[src/rtl/register_writeback_queue_pkg.sv]
// Shared processor constants and types for the register write-back queue.
// Contents: register address/data widths, the CLK_EN bit that marks the
// register-file write phase, the queued entry type, the round-robin grant
// encoding and a helper that sizes occupancy/pending counters.
package register_writeback_queue_pkg;

    localparam int REG_ADDR_W   = 5;
    localparam int REG_DATA_W   = 32;
    localparam int CLK_EN_W     = 2;
    localparam int WB_PHASE_BIT = 1;

    typedef logic [REG_ADDR_W-1:0] reg_addr_t;
    typedef logic [REG_DATA_W-1:0] reg_data_t;

    typedef struct packed {
        reg_addr_t addr;
        reg_data_t data;
    } wb_entry_t;

    typedef enum logic {
        GRANT_ALU = 1'b0,
        GRANT_MEM = 1'b1
    } grant_e;

    // Counters must hold the value DEPTH itself, hence the extra bit.
    function automatic int level_width(input int depth);
        return $clog2(depth) + 1;
    endfunction

endpackage

[src/rtl/register_writeback_queue_if.sv]
// Bus bundle of the register write-back queue.
// Carries the pipeline phase enables, the ALU and load-result request
// channels (valid/ready/addr/data), the register-file write port, the two
// decode hazard queries with their busy flags, and the occupancy level.
// modport master: the pipeline side driving requests and queries.
// modport slave : the queue itself.
interface register_writeback_queue_if #(
    parameter int DEPTH = 4
);
    import register_writeback_queue_pkg::*;

    localparam int LEVEL_W = level_width(DEPTH);

    logic [CLK_EN_W-1:0] clk_en;
    logic                alu_valid;
    logic                alu_ready;
    reg_addr_t           alu_addr;
    reg_data_t           alu_data;
    logic                mem_valid;
    logic                mem_ready;
    reg_addr_t           mem_addr;
    reg_data_t           mem_data;
    reg_addr_t           write_address;
    reg_data_t           write_data;
    logic                write_enable;
    reg_addr_t           query_addr1;
    reg_addr_t           query_addr2;
    logic                busy1;
    logic                busy2;
    logic [LEVEL_W-1:0]  level;

    modport master (
        output clk_en, alu_valid, alu_addr, alu_data,
               mem_valid, mem_addr, mem_data, query_addr1, query_addr2,
        input  alu_ready, mem_ready, write_address, write_data,
               write_enable, busy1, busy2, level
    );

    modport slave (
        input  clk_en, alu_valid, alu_addr, alu_data,
               mem_valid, mem_addr, mem_data, query_addr1, query_addr2,
        output alu_ready, mem_ready, write_address, write_data,
               write_enable, busy1, busy2, level
    );

endinterface

[src/rtl/register_writeback_queue_fifo.sv]
// writeback_fifo: storage, read/write pointers and occupancy for queued
// register writes.
// Ports: clk_i, rst_i (sync, active-high); push_i/push_entry_i enqueue;
// pop_i dequeues the head; head_o shows the head entry (zero when empty);
// level_o occupancy; full_o / empty_o status.
// The caller guarantees no push while full and no pop while empty.
module writeback_fifo
    import register_writeback_queue_pkg::*;
#(
    parameter int DEPTH = 4
) (
    input  logic                          clk_i,
    input  logic                          rst_i,
    input  logic                          push_i,
    input  wb_entry_t                     push_entry_i,
    input  logic                          pop_i,
    output wb_entry_t                     head_o,
    output logic [level_width(DEPTH)-1:0] level_o,
    output logic                          full_o,
    output logic                          empty_o
);

    localparam int PTR_W   = $clog2(DEPTH);
    localparam int LEVEL_W = level_width(DEPTH);

    wb_entry_t          mem_q [DEPTH];
    logic [PTR_W-1:0]   wr_ptr_q, wr_ptr_d;
    logic [PTR_W-1:0]   rd_ptr_q, rd_ptr_d;
    logic [LEVEL_W-1:0] level_q, level_d;

    // DEPTH is a power of two, so pointer overflow is the modulo wrap.
    always_comb begin
        wr_ptr_d = wr_ptr_q;
        rd_ptr_d = rd_ptr_q;
        level_d  = level_q;
        if (push_i) wr_ptr_d = wr_ptr_q + PTR_W'(1);
        if (pop_i)  rd_ptr_d = rd_ptr_q + PTR_W'(1);
        case ({push_i, pop_i})
            2'b10:   level_d = level_q + LEVEL_W'(1);
            2'b01:   level_d = level_q - LEVEL_W'(1);
            default: level_d = level_q;
        endcase
    end

    always_ff @(posedge clk_i) begin
        if (rst_i) begin
            wr_ptr_q <= '0;
            rd_ptr_q <= '0;
            level_q  <= '0;
        end else begin
            wr_ptr_q <= wr_ptr_d;
            rd_ptr_q <= rd_ptr_d;
            level_q  <= level_d;
        end
    end

    // Entries are only visible through level_q, so storage needs no reset.
    always_ff @(posedge clk_i) begin
        if (push_i) mem_q[wr_ptr_q] <= push_entry_i;
    end

    assign empty_o = (level_q == '0);
    assign full_o  = (level_q == LEVEL_W'(DEPTH));
    assign level_o = level_q;
    assign head_o  = empty_o ? '0 : mem_q[rd_ptr_q];

endmodule

[src/rtl/register_writeback_queue.sv]
// register_writeback_queue: merges ALU and load results into one ordered
// stream of register-file writes and reports pending-write hazards.
// Ports: clk_i, rst_i (sync, active-high); bus (slave modport) carrying the
// two request channels, the register-file write port, hazard queries and
// the occupancy level.
// Arbitration and per-register pending counters live here; storage lives
// in writeback_fifo.
module register_writeback_queue
    import register_writeback_queue_pkg::*;
#(
    parameter int DEPTH = 4
) (
    input  logic                        clk_i,
    input  logic                        rst_i,
    register_writeback_queue_if.slave   bus
);

    localparam int LEVEL_W = level_width(DEPTH);
    localparam int NUM_REG = 2 ** REG_ADDR_W;

    grant_e             last_grant_q, last_grant_d;
    logic               grant_alu, grant_mem;
    wb_entry_t          req_entry;
    wb_entry_t          head;
    logic               push, pop;
    logic               full, empty;
    logic [LEVEL_W-1:0] level;
    logic [LEVEL_W-1:0] pend_q [NUM_REG];
    logic [LEVEL_W-1:0] pend_d [NUM_REG];

    // Round-robin: on a tie the channel not granted last time wins. The
    // reset value GRANT_MEM makes ALU win the first tie. A full queue
    // grants nothing even if this cycle pops.
    always_comb begin
        grant_alu    = 1'b0;
        grant_mem    = 1'b0;
        last_grant_d = last_grant_q;
        if (!rst_i && !full) begin
            if (bus.alu_valid && bus.mem_valid) begin
                if (last_grant_q == GRANT_MEM) grant_alu = 1'b1;
                else                           grant_mem = 1'b1;
            end else if (bus.alu_valid) begin
                grant_alu = 1'b1;
            end else if (bus.mem_valid) begin
                grant_mem = 1'b1;
            end
        end
        if (grant_alu)      last_grant_d = GRANT_ALU;
        else if (grant_mem) last_grant_d = GRANT_MEM;
    end

    always_ff @(posedge clk_i) begin
        if (rst_i) last_grant_q <= GRANT_MEM;
        else       last_grant_q <= last_grant_d;
    end

    assign req_entry = grant_alu ? '{addr: bus.alu_addr, data: bus.alu_data}
                                 : '{addr: bus.mem_addr, data: bus.mem_data};

    // Writes to r0 are handshaken but dropped.
    assign push = (grant_alu || grant_mem) && (req_entry.addr != '0);
    assign pop  = bus.clk_en[WB_PHASE_BIT] && !empty;

    writeback_fifo #(.DEPTH(DEPTH)) u_fifo (
        .clk_i        (clk_i),
        .rst_i        (rst_i),
        .push_i       (push),
        .push_entry_i (req_entry),
        .pop_i        (pop),
        .head_o       (head),
        .level_o      (level),
        .full_o       (full),
        .empty_o      (empty)
    );

    // Entry 0 never moves: addr 0 is never queued, so never popped either.
    always_comb begin
        for (int r = 0; r < NUM_REG; r++) begin
            pend_d[r] = pend_q[r];
            case ({push && (req_entry.addr == REG_ADDR_W'(r)),
                   pop  && (head.addr      == REG_ADDR_W'(r))})
                2'b10:   pend_d[r] = pend_q[r] + LEVEL_W'(1);
                2'b01:   pend_d[r] = pend_q[r] - LEVEL_W'(1);
                default: pend_d[r] = pend_q[r];
            endcase
        end
    end

    always_ff @(posedge clk_i) begin
        for (int r = 0; r < NUM_REG; r++) begin
            if (rst_i) pend_q[r] <= '0;
            else       pend_q[r] <= pend_d[r];
        end
    end

    assign bus.alu_ready     = grant_alu;
    assign bus.mem_ready     = grant_mem;
    assign bus.write_address = head.addr;
    assign bus.write_data    = head.data;
    assign bus.write_enable  = !empty;
    assign bus.level         = level;
    assign bus.busy1 = (bus.query_addr1 != '0) && (pend_q[bus.query_addr1] != '0);
    assign bus.busy2 = (bus.query_addr2 != '0) && (pend_q[bus.query_addr2] != '0);

endmodule

[src/flat_wrapper.sv]
// flat-port wrapper written by rule: the top's interface ports become plain ports
module register_writeback_queue_flat import register_writeback_queue_pkg::*;
#(
    parameter int DEPTH = 4
)
  (clk_i, rst_i, bus_clk_en, bus_alu_valid, bus_alu_addr, bus_alu_data, bus_mem_valid, bus_mem_addr, bus_mem_data, bus_query_addr1, bus_query_addr2, bus_alu_ready, bus_mem_ready, bus_write_address, bus_write_data, bus_write_enable, bus_busy1, bus_busy2, bus_level);
  register_writeback_queue_if #(.DEPTH(DEPTH)) bus_i ();
  input  logic clk_i;
  input  logic rst_i;
  input wire logic [$bits(bus_i.clk_en)-1:0] bus_clk_en;
  input wire logic [$bits(bus_i.alu_valid)-1:0] bus_alu_valid;
  input wire logic [$bits(bus_i.alu_addr)-1:0] bus_alu_addr;
  input wire logic [$bits(bus_i.alu_data)-1:0] bus_alu_data;
  input wire logic [$bits(bus_i.mem_valid)-1:0] bus_mem_valid;
  input wire logic [$bits(bus_i.mem_addr)-1:0] bus_mem_addr;
  input wire logic [$bits(bus_i.mem_data)-1:0] bus_mem_data;
  input wire logic [$bits(bus_i.query_addr1)-1:0] bus_query_addr1;
  input wire logic [$bits(bus_i.query_addr2)-1:0] bus_query_addr2;
  output wire logic [$bits(bus_i.alu_ready)-1:0] bus_alu_ready;
  output wire logic [$bits(bus_i.mem_ready)-1:0] bus_mem_ready;
  output wire logic [$bits(bus_i.write_address)-1:0] bus_write_address;
  output wire logic [$bits(bus_i.write_data)-1:0] bus_write_data;
  output wire logic [$bits(bus_i.write_enable)-1:0] bus_write_enable;
  output wire logic [$bits(bus_i.busy1)-1:0] bus_busy1;
  output wire logic [$bits(bus_i.busy2)-1:0] bus_busy2;
  output wire logic [$bits(bus_i.level)-1:0] bus_level;
  assign bus_i.clk_en = bus_clk_en;
  assign bus_i.alu_valid = bus_alu_valid;
  assign bus_i.alu_addr = bus_alu_addr;
  assign bus_i.alu_data = bus_alu_data;
  assign bus_i.mem_valid = bus_mem_valid;
  assign bus_i.mem_addr = bus_mem_addr;
  assign bus_i.mem_data = bus_mem_data;
  assign bus_i.query_addr1 = bus_query_addr1;
  assign bus_i.query_addr2 = bus_query_addr2;
  assign bus_alu_ready = bus_i.alu_ready;
  assign bus_mem_ready = bus_i.mem_ready;
  assign bus_write_address = bus_i.write_address;
  assign bus_write_data = bus_i.write_data;
  assign bus_write_enable = bus_i.write_enable;
  assign bus_busy1 = bus_i.busy1;
  assign bus_busy2 = bus_i.busy2;
  assign bus_level = bus_i.level;
  register_writeback_queue #(.DEPTH(DEPTH)) u_core (.clk_i(clk_i), .rst_i(rst_i), .bus(bus_i));
endmodule
[config.mk]
export PLATFORM = sky130hd
export DESIGN_NAME = register_writeback_queue_flat
export DESIGN_NICKNAME = d
export VERILOG_FILES = /design/src/rtl/register_writeback_queue_pkg.sv /design/src/rtl/register_writeback_queue_if.sv /design/src/rtl/register_writeback_queue_fifo.sv /design/src/rtl/register_writeback_queue.sv /design/src/flat_wrapper.sv
export SDC_FILE = /design/constraint.sdc
export NUM_CORES = 1
export LEC_CHECK = 0
export ABC_AREA = 1
export CAP_MARGIN = 10
export CORE_ASPECT_RATIO = 0.5
export CORE_UTILIZATION = 25
export CTS_BUF_LIST = sky130_fd_sc_hd__clkbuf_16
export CTS_CLUSTER_SIZE = 12
export DETAILED_ROUTE_END_ITERATION = 12
export PLACE_DENSITY = 0.43
export SYNTH_ARGS = -nofsm -noshare
export SYNTH_HDL_FRONTEND = slang
export SYNTH_SLANG_ARGS = --single-unit
[constraint.sdc]
create_clock -name clk_i -period 3 [get_ports clk_i]
set_input_delay 0.45 -clock clk_i [delete_from_list [all_inputs] [get_ports clk_i]]
set_output_delay 0.45 -clock clk_i [all_outputs]
set_load 0.05 [all_outputs]
==> flow_summary.json, run 1 <==
{
  "synth-simple-area-share": 0.174,
  "cts_tree": "built",
  "slew_headroom": 0.435,
  "netlist_area_sq_um": 12800,
  "rsz0062_at_grt": "true",
  "layout_common_cells": "nor2_1, nand2_1, o21ai_0",
  "clock_latency_ns": 0.56,
  "dieArea_sq_um": 52400,
  "sequential_cell_area_sq_um": 6570,
  "layout.cells.non_filler": 2426,
  "dp_hpwl_mm": 25.5,
  "ant_nets": 0,
  "path_cells": "inv_1 > a21oi_4 > nand3_4 > buf_4 > o21ai_2 > inv_2 > buf_4 > nor2_4 > buf_4 > nand2_1 > ha_1 > fa_2 > a21oi_1 > o21a_1 > o21ai_0 > a21oi_1",
  "crit_fanout": 8,
  "hold_path_class": "reg2reg",
  "yosys-top-cells-area": "edfxtp_1, dfxtp_1, o21ai_0",
  "fin_crit_sh": 0.952,
  "multi_input_area_sq_um": 5650,
  "placedCellCount": 2366,
  "nets": 1876,
  "yosys.area.top_type_share": 0.346,
  "holdWs_ns": 0.448,
  "leakagePower_uw": 0.00678,
  "max_cap_violations": 0,
  "gp_congestion": 0.867,
  "wire_per_inst_um": 15.0,
  "worst_setup_path_start_kind": "flip-flop",
  "clockBufferDepth": 3,
  "synthesis.nets": 1630,
  "syn2layout_area_growth_pct": 34.7,
  "htreeDepth": 1,
  "worst_path_most_repeated_cell": "buf_4",
  "powerDensity_nw_per_um2": 772,
  "grt_max_degree": 90,
  "status": "finished clean",
  "synth.distinct_cells": 37,
  "synth_compound_area_frac": 0.163,
  "place_area_sq_um": 16300,
  "async_flop_share": 0,
  "crit_type": "reg2reg",
  "reg2reg_depth": 16,
  "antenna_found_initial": 0,
  "die_w_um": 323,
  "die_h_um": 162,
  "synth.avg_cell_area_sq_um": 8.74,
  "critPathMaxStageDelay_ns": 0.34,
  "via_per_inst": 4.31,
  "final_common_cell": "nor2_1",
  "drive_gt1_frac": 0.163,
  "synth_seq_cells": 254,
  "num_rows": 58,
  "drt-total-wl_mm": 36.4,
  "peakVddDrop_v": 0.000395,
  "diodes": 0,
  "core-area_sq_um": 50500,
  "drtIter0Drc": 473,
  "io_buffers": 133,
  "tightest_slew_ns": 0.848,
  "finalClockSkew_ns": 0.0132,
  "yosysSeqAreaShare": 0.511,
  "num_vias": 10500,
  "synth_xor_area_frac": 0.00136,
  "critPathRequiredTime_ns": 3.49,
  "max_freq_mhz": 350,
  "final_area_sq_um": 17300,
  "synth.largest_area_cell": "edfxtp_1",
  "period_needed_ns": 2.85,
  "worstSetupEndpointType": "flip-flop",
  "crit_arrival_ns": 3.35,
  "grt_pass1_vias": 10100,
  "ys_warn_count": 0,
  "slowest_stage": "fa_2",
  "pin_count": 135,
  "synthAdderAreaFrac": 0.0874,
  "cts-root-buf": "clkbuf_16",
  "dr.pass1.iters": 5,
  "synthFlopType": "edfxtp_1",
  "min_path_cells": 1,
  "synthMuxAreaShare": 0,
  "grt_pass1_wl_mm": 56.4,
  "grt_usage": 0.138,
  "setup_viol": 0,
  "cts_buffers": 27,
  "power_uw": 13400,
  "synthCells": 1470,
  "path_clk_slew_ns": 0.06,
  "drc": 0,
  "tritoncts_num_sinks": 254,
  "overflow": 0,
  "start_util": 0.254,
  "hold_viol": 0,
  "maxSlewViolCount": 0,
  "synth_top_family_by_area": "simple AND/OR/NAND/NOR gates",
  "synth_edf_count": 148,
  "fill_cells": 5268
}
## through the flow
stage	util	worst slack, ns	TNS (ns)
2_1_floorplan	-	-0.505	-74.72
3_3_place_gp	0.322	-0.499	-18.63
3_5_place_dp	0.322	-0.544	-21.48
4_1_cts	0.338	0.000566	0
5_1_grt	0.343	-0.0968	-0.989
6_report	0.343	0.145	0
## power by group
part	leakage [uW]	internal (uW)	switching [uW]
clock network	0.000442	1720	1410
logic	0.00413	2340	3710
registers	0.00221	4040	134
total	0.00678	8100	5260
## critical path, delay by kind of cell (launching register included)
| kind | cells | cell delay [ns] |
|---|---|---|
| buffers and inverters | 5 | 0.65 |
| DFF | 1 | 0.31 |
| and+or+nand+nor | 3 | 0.40 |
| AOI/OAI and AO/OA | 6 | 0.87 |
| adders and majority gates | 2 | 0.55 |
## synthesized netlist by cell type (3+ instances only)
cell type and instances:
clkbuf_1 33, buf_6 4, nor2_2 5, nand3_2 3
inv_2 12, nand4_1 16, o21a_1 18, edfxtp_1 148
buf_2 12, nand3_1 38, buf_1 5, inv_1 131
a21oi_1 153, nor3_1 5, fa_1 33, dfxtp_1 106
nand2_1 220, nor4_1 6, o211ai_1 14, o21ai_0 201
ha_1 37, nand2_2 3, nor2_1 245
## final timing paths
path	from	end	slack [ns]
max reg2reg	u_core.last_grant_q$_SDFFE_PP1P_	u_core.pend_q[4][2]$_SDFFE_PP0P_	0.15
max	u_core.last_grant_q$_SDFFE_PP1P_	u_core.pend_q[4][2]$_SDFFE_PP0P_	0.15
min reg2reg	u_core.pend_q[9][2]$_SDFFE_PP0P_	u_core.pend_q[9][2]$_SDFFE_PP0P_	0.45
min	u_core.pend_q[9][2]$_SDFFE_PP0P_	u_core.pend_q[9][2]$_SDFFE_PP0P_	0.45
## logic make-up after synthesis
group / count (synthesis)
AO/OA/AOI/OAI: 395
AND/OR/NAND/NOR: 547
buffers and inverters: 201
adder cells (fa/ha/maj): 70
other: 1
XOR/XNOR: 2
flip-flops: 254
## cell type report
cell class / instances / share of cell area
Clock buffer: 27 / 0.0390
Tap cell: 690 / 0.0499
Multi-Input combinational cell: 1016 / 0.326
Inverter: 145 / 0.0316
Sequential cell: 254 / 0.380
Timing Repair Buffer: 272 / 0.166
Clock inverter: 22 / 0.00766
## timing repair
action,CTS,global route
hold buffers,0,0
cloned,0,2
setup buffers,1,9
gates resized for setup,2,42
setup endpoints to repair,3,49
pin swaps,1,9
## routing by layer
metal / global-route usage / wire length [um]
met5: 0 / 0
met4: 0.0371 / 827
met3: 0.0217 / 1120
met2: 0.244 / 17900
met1: 0.175 / 16600
## registers in the layout (all words and copies together) (netlist names), named ones only
register,count
u_core.u_fifo.wr_ptr_q,2
u_core.u_fifo.mem_q,148
u_core.pend_q,96
u_core.u_fifo.rd_ptr_q,2
u_core.u_fifo.level_o,3
u_core.last_grant_q,1
Note: power is estimated with default switching activity, not from simulation.
==> run 2, diff against run 1 <==
Clock period 3 ns to 2.4 ns, I/O delays scaled along.
==> run 2 against run 1 <==
The flow now finishes with violations (setup timing). Combinational power grew 70%. Non-clock buffer count is 93 higher. Utilization up 5.5 points. Flip-flop and latch count stayed put. Clock power is 28% higher. Via count rose by 5.8%. Count of clock-buffer cells in the layout rose by 1. Global-route usage is 0.37 points higher. Sequential power up 27%.
==> flow_summary.json, run 2 (same netlist as run 1, synthesis figures left out) <==
{
  "die_h_um": 162,
  "worstSetupEndpointType": "flip-flop",
  "diodes": 0,
  "status": "finished with violations",
  "layout.cells.non_filler": 2520,
  "holdWs_ns": 0.448,
  "rsz0062_at_grt": "true",
  "ant_nets": 0,
  "core-area_sq_um": 50500,
  "setup_slack_ns": -0.308,
  "dieArea_sq_um": 52400,
  "grt_pass1_wl_mm": 58.0,
  "grt_pass1_vias": 10600,
  "setup_viol": 77,
  "syn2layout_area_growth_pct": 56.2,
  "peakVddDrop_v": 0.000636,
  "cp.depth": 19,
  "critical_path.top_delay_family": "simple AND/OR/NAND/NOR gates",
  "leakagePower_uw": 0.00771,
  "slew_headroom": 0.355,
  "hold_viol": 0,
  "dp_hpwl_mm": 25.6,
  "drtIter0Drc": 458,
  "grt_usage": 0.142,
  "drive_gt1_frac": 0.371,
  "crit_arrival_ns": 3.18,
  "crit_end": "u_core.pend_q[12][2]$_SDFFE_PP0P_",
  "final_common_cell": "nor2_1",
  "wire_per_inst_um": 15.6,
  "powerDensity_nw_per_um2": 977,
  "fin_crit_sh": 1.13,
  "via_per_inst": 4.39,
  "gp_congestion": 0.802,
  "drc": 0,
  "die_w_um": 323,
  "critPathRequiredTime_ns": 2.87,
  "hold_path_class": "reg2reg",
  "antenna_found_initial": 0,
  "top_register": "u_core.u_fifo.mem_q",
  "maxSlewViolCount": 0,
  "grt_max_degree": 99,
  "reg2reg_depth": 19,
  "worst_setup_path_start_kind": "flip-flop",
  "worstPathBufferInverterCount": 4,
  "tightest_slew_ns": 0.968,
  "post-place-ws_ns": -0.968,
  "max_cap_violations": 0,
  "pin_count": 135,
  "tritoncts_num_sinks": 254,
  "num_rows": 58,
  "clock_latency_ns": 0.58,
  "violations": "setup timing",
  "slowest_stage": "fa_2",
  "max_freq_mhz": 369,
  "dr.pass1.iters": 4,
  "period_needed_ns": 2.71,
  "overflow": 0,
  "io_buffers": 133,
  "largest_register_ffs": 148,
  "path_clk_slew_ns": 0.06,
  "start_util": 0.254,
  "hp-start": "u_core.pend_q[27][2]$_SDFFE_PP0P_",
  "crit_fanout": 6,
  "nets": 1970,
  "cts_tree": "built",
  "worst_path_most_repeated_cell": "nand2_4",
  "num_vias": 11100,
  "drt-total-wl_mm": 39.4,
  "crit_path_start": "u_core.last_grant_q$_SDFFE_PP1P_",
  "placedCellCount": 2387,
  "clockBufferDepth": 3,
  "finalClockSkew_ns": 0.0264,
  "r2r_slack_ns": -0.31,
  "critPathMaxStageDelay_ns": 0.35,
  "timing.rr.end": "u_core.pend_q[12][2]$_SDFFE_PP0P_",
  "crit-reg2reg-launch": "u_core.last_grant_q$_SDFFE_PP1P_",
  "path_cells": "inv_2 > a21oi_4 > nand3_4 > buf_6 > nand2_4 > nand2_4 > nor2_4 > nand2_2 > nand2_4 > nor2_4 > buf_6 > nand2_1 > ha_2 > inv_2 > fa_2 > a21oi_2 > o21ai_2 > o21ai_1 > a21oi_1",
  "layout_common_cells": "nor2_1, buf_4, nand2_1",
  "crit_type": "reg2reg",
  "cts_buffers": 27,
  "htreeDepth": 1,
  "cts-root-buf": "clkbuf_16",
  "setup_tns_ns": -12.06
}
-- run 2: layer usage --
| layer | share of wire | GRT usage |
|---|---|---|
| met2 | 0.50 | 0.249 |
| met1 | 0.46 | 0.185 |
| met4 | 0.014 | 0.0282 |
| met5 | 0 | 0 |
| met3 | 0.028 | 0.0217 |
-- run 2: worst min path at each step --
stage / cells after the start / endpoint
2_1_floorplan: 1 / u_core.pend_q[10][0]$_SDFFE_PP0P_
3_3_place_gp: 1 / u_core.pend_q[22][2]$_SDFFE_PP0P_
3_5_place_dp: 1 / u_core.pend_q[28][2]$_SDFFE_PP0P_
4_1_cts: 1 / u_core.pend_q[12][0]$_SDFFE_PP0P_
5_1_grt: 1 / u_core.pend_q[19][0]$_SDFFE_PP0P_
6_report: 1 / u_core.pend_q[27][2]$_SDFFE_PP0P_
-- run 2: report_power, final --
part,switching [uW],internal [uW]
combinational,5790,4510
sequential,220,5060
clock,1810,2210
total,7820,11800
-- run 2: worst reg2reg max path, stage by stage (launching register included) --
cell     delay, ns
dfxtp_2       0.32
inv_2         0.05
a21oi_4       0.19
nand3_4       0.15
buf_6         0.16
nand2_4       0.07
nand2_4       0.07
nor2_4        0.15
nand2_2       0.09
nand2_4       0.12
nor2_4        0.08
buf_6         0.14
nand2_1       0.08
ha_2          0.17
inv_2         0.04
fa_2          0.35
a21oi_2       0.14
o21ai_2       0.07
o21ai_1       0.13
a21oi_1       0.05
-- run 2: layout make-up --
type                    count  area, sq um
clock buffers              28          701
clock inverters            21          129
fillers                  4982        30400
inverters                 145          627
multi-input cells        1016         7100
flip-flops and latches    254         6600
well taps                 690          863
repair buffers            365         4040
repair inverters            1         8.76
-- run 2: metrics by stage --
stage | total power (uW) | instance area [sq um] | util
2_1_floorplan | 9420 | 13200 | -
3_3_place_gp | 13500 | 16800 | 0.332
3_5_place_dp | 13500 | 16800 | 0.332
4_1_cts | 18200 | 18400 | 0.365
5_1_grt | 20600 | 20100 | 0.397
6_report | 19600 | 20100 | 0.397
-- run 2: repair_timing --
item,in CTS,in global routing
resized for setup,191,352
pin swaps,47,155
endpoints found under the setup margin,123,130
cloned,2,11
buffers inserted,28,46
hold buffers,0,0
==> run 3, diff against run 2 <==
Settings changed: CORE_MARGIN set to 8.
==> run 3 against run 2 <==
The run still ends with setup timing left. Count of clock-buffer cells in the layout shrank 2. First-iteration DRC count grew 18%. Largest power group unchanged. Design area grew 3.8%. Register-to-register slack is essentially flat. Non-clock buffer count grew 9. Sequential power is essentially flat.
==> flow_summary.json, run 3 (same netlist as run 1, synthesis figures left out) <==
{
  "layout_common_cells": "nand2_1, buf_4, edfxtp_1",
  "syn2layout_area_growth_pct": 62.1,
  "num_rows": 58,
  "drive_gt1_frac": 0.414,
  "clockBufferDepth": 3,
  "top_register": "u_core.u_fifo.mem_q",
  "antenna_found_initial": 0,
  "maxSlewViolCount": 0,
  "core-area_sq_um": 50500,
  "grt_max_degree": 57,
  "grt_pass1_vias": 10900,
  "hold_buffers": 0,
  "drtIter0Drc": 540,
  "tritoncts_num_sinks": 254,
  "tightest_slew_ns": 0.540,
  "fin_crit_sh": 1.13,
  "sequential_cell_area_sq_um": 6600,
  "critPathRequiredTime_ns": 2.84,
  "path_clk_slew_ns": 0.06,
  "diodes": 0,
  "slew_headroom": 0.640,
  "violations": "setup timing",
  "num_vias": 11100,
  "hold_path_class": "reg2reg",
  "setup_tns_ns": -8.66,
  "switching_share": 0.406,
  "crit_type": "reg2reg",
  "cts-root-buf": "clkbuf_16",
  "holdWs_ns": 0.448,
  "max_freq_mhz": 368,
  "worstSetupEndpointType": "flip-flop",
  "die_h_um": 176,
  "rsz0062_at_grt": "true",
  "crit_arrival_ns": 3.16,
  "via_per_inst": 4.40,
  "grt_usage": 0.131,
  "pin_count": 135,
  "status": "finished with violations",
  "io_buffers": 133,
  "start_util": 0.254,
  "grt_pass1_wl_mm": 61.5,
  "clockPowerShare": 0.182,
  "multi_input_area_sq_um": 7620,
  "setup_slack_ns": -0.319,
  "seq_power_share": 0.263,
  "dr.pass1.iters": 5,
  "overflow": 0,
  "powerDensity_nw_per_um2": 970,
  "largest_register_ffs": 148,
  "setup_viol": 87,
  "fill_cells": 4930,
  "period_needed_ns": 2.72,
  "pwr-share-comb": 0.555,
  "post-place-ws_ns": -0.871,
  "power_uw": 20200,
  "nets": 1978,
  "power.internal_uw": 12000,
  "dieArea_sq_um": 59300,
  "clock_latency_ns": 0.55,
  "switching_power_uw": 8200,
  "worst_setup_path_start_kind": "flip-flop",
  "cts_buffers": 26,
  "final_common_cell": "nand2_1",
  "dp_hpwl_mm": 26.7,
  "drt-total-wl_mm": 41.2,
  "leakagePower_uw": 0.00801,
  "max_cap_violations": 0,
  "peakVddDrop_v": 0.000590,
  "wire_per_inst_um": 16.3,
  "cts_tree": "built",
  "ant_nets": 0,
  "hold_viol": 0,
  "finalClockSkew_ns": 0.0170,
  "drc": 0,
  "gp_congestion": 0.789,
  "crit_fanout": 8,
  "die_w_um": 337,
  "htreeDepth": 1
}
## run 3: metal layers
metal  share of wire  track usage  up-vias
met3           0.029       0.0224       41
met2            0.50        0.232      116
met5               0            0        -
met1            0.45        0.168     5273
li1                -            -     5686
met4           0.019       0.0273        0
## run 3: critical path, cell delays in order, from the launching register on
cell,delay (ns)
dfxtp_4,0.38
buf_6,0.14
buf_12,0.14
nand2_4,0.06
nand3_4,0.08
nand3_4,0.17
buf_12,0.13
inv_6,0.03
nor2_4,0.16
nand2_1,0.15
nor2_2,0.15
ha_4,0.16
inv_4,0.04
fa_2,0.38
a21oi_2,0.15
o21ai_2,0.08
o21ai_1,0.14
a21oi_1,0.06
## run 3: path summary, 6_finish.rpt
check | startpoint | to | slack, ns | cells past startpoint
hold / removal | u_core.pend_q[9][2]$_SDFFE_PP0P_ | u_core.pend_q[9][2]$_SDFFE_PP0P_ | 0.45 | 1
setup reg to reg | flip-flop | u_core.pend_q[14][2]$_SDFFE_PP0P_ | -0.32 | 17
setup / recovery | flip-flop | u_core.pend_q[14][2]$_SDFFE_PP0P_ | -0.32 | 17
hold reg to reg | u_core.pend_q[9][2]$_SDFFE_PP0P_ | u_core.pend_q[9][2]$_SDFFE_PP0P_ | 0.45 | 1
## run 3: final cells by class
| cell class | instances | area share |
|---|---|---|
| inverters | 145 | 0.0309 |
| well taps | 690 | 0.0415 |
| repair buffers | 374 | 0.208 |
| repair inverters | 1 | 0.000541 |
| multi-input cells | 1016 | 0.366 |
| clock inverters | 21 | 0.00475 |
| flip-flops and latches | 254 | 0.317 |
| clock buffers | 26 | 0.0312 |
## run 3: repair_timing
action                                  in CTS  in global routing
setup buffers                               33                 42
gates cloned                                14                  6
resized for setup                          390                357
endpoints found under the setup margin     108                185
pin swaps                                  114                166
## run 3: per-stage QoR
step | instance area, sq um | instances | util
5_1_grt | 20800 | 2527 | 0.412
2_1_floorplan | 13200 | 1470 | -
3_3_place_gp | 16900 | 2400 | 0.334
3_5_place_dp | 16900 | 2400 | 0.334
6_report | 20800 | 2527 | 0.412
4_1_cts | 19300 | 2492 | 0.383
## run 3: power groups by stage
stage,sequential (uW),clock (uW),combinational [uW]
6_report,5310,3680,11200
5_1_grt,5350,4000,11800
4_1_cts,5280,3830,10300
3_5_place_dp,5330,0,8120
3_3_place_gp,5330,0,8120
2_1_floorplan,5370,0,4040
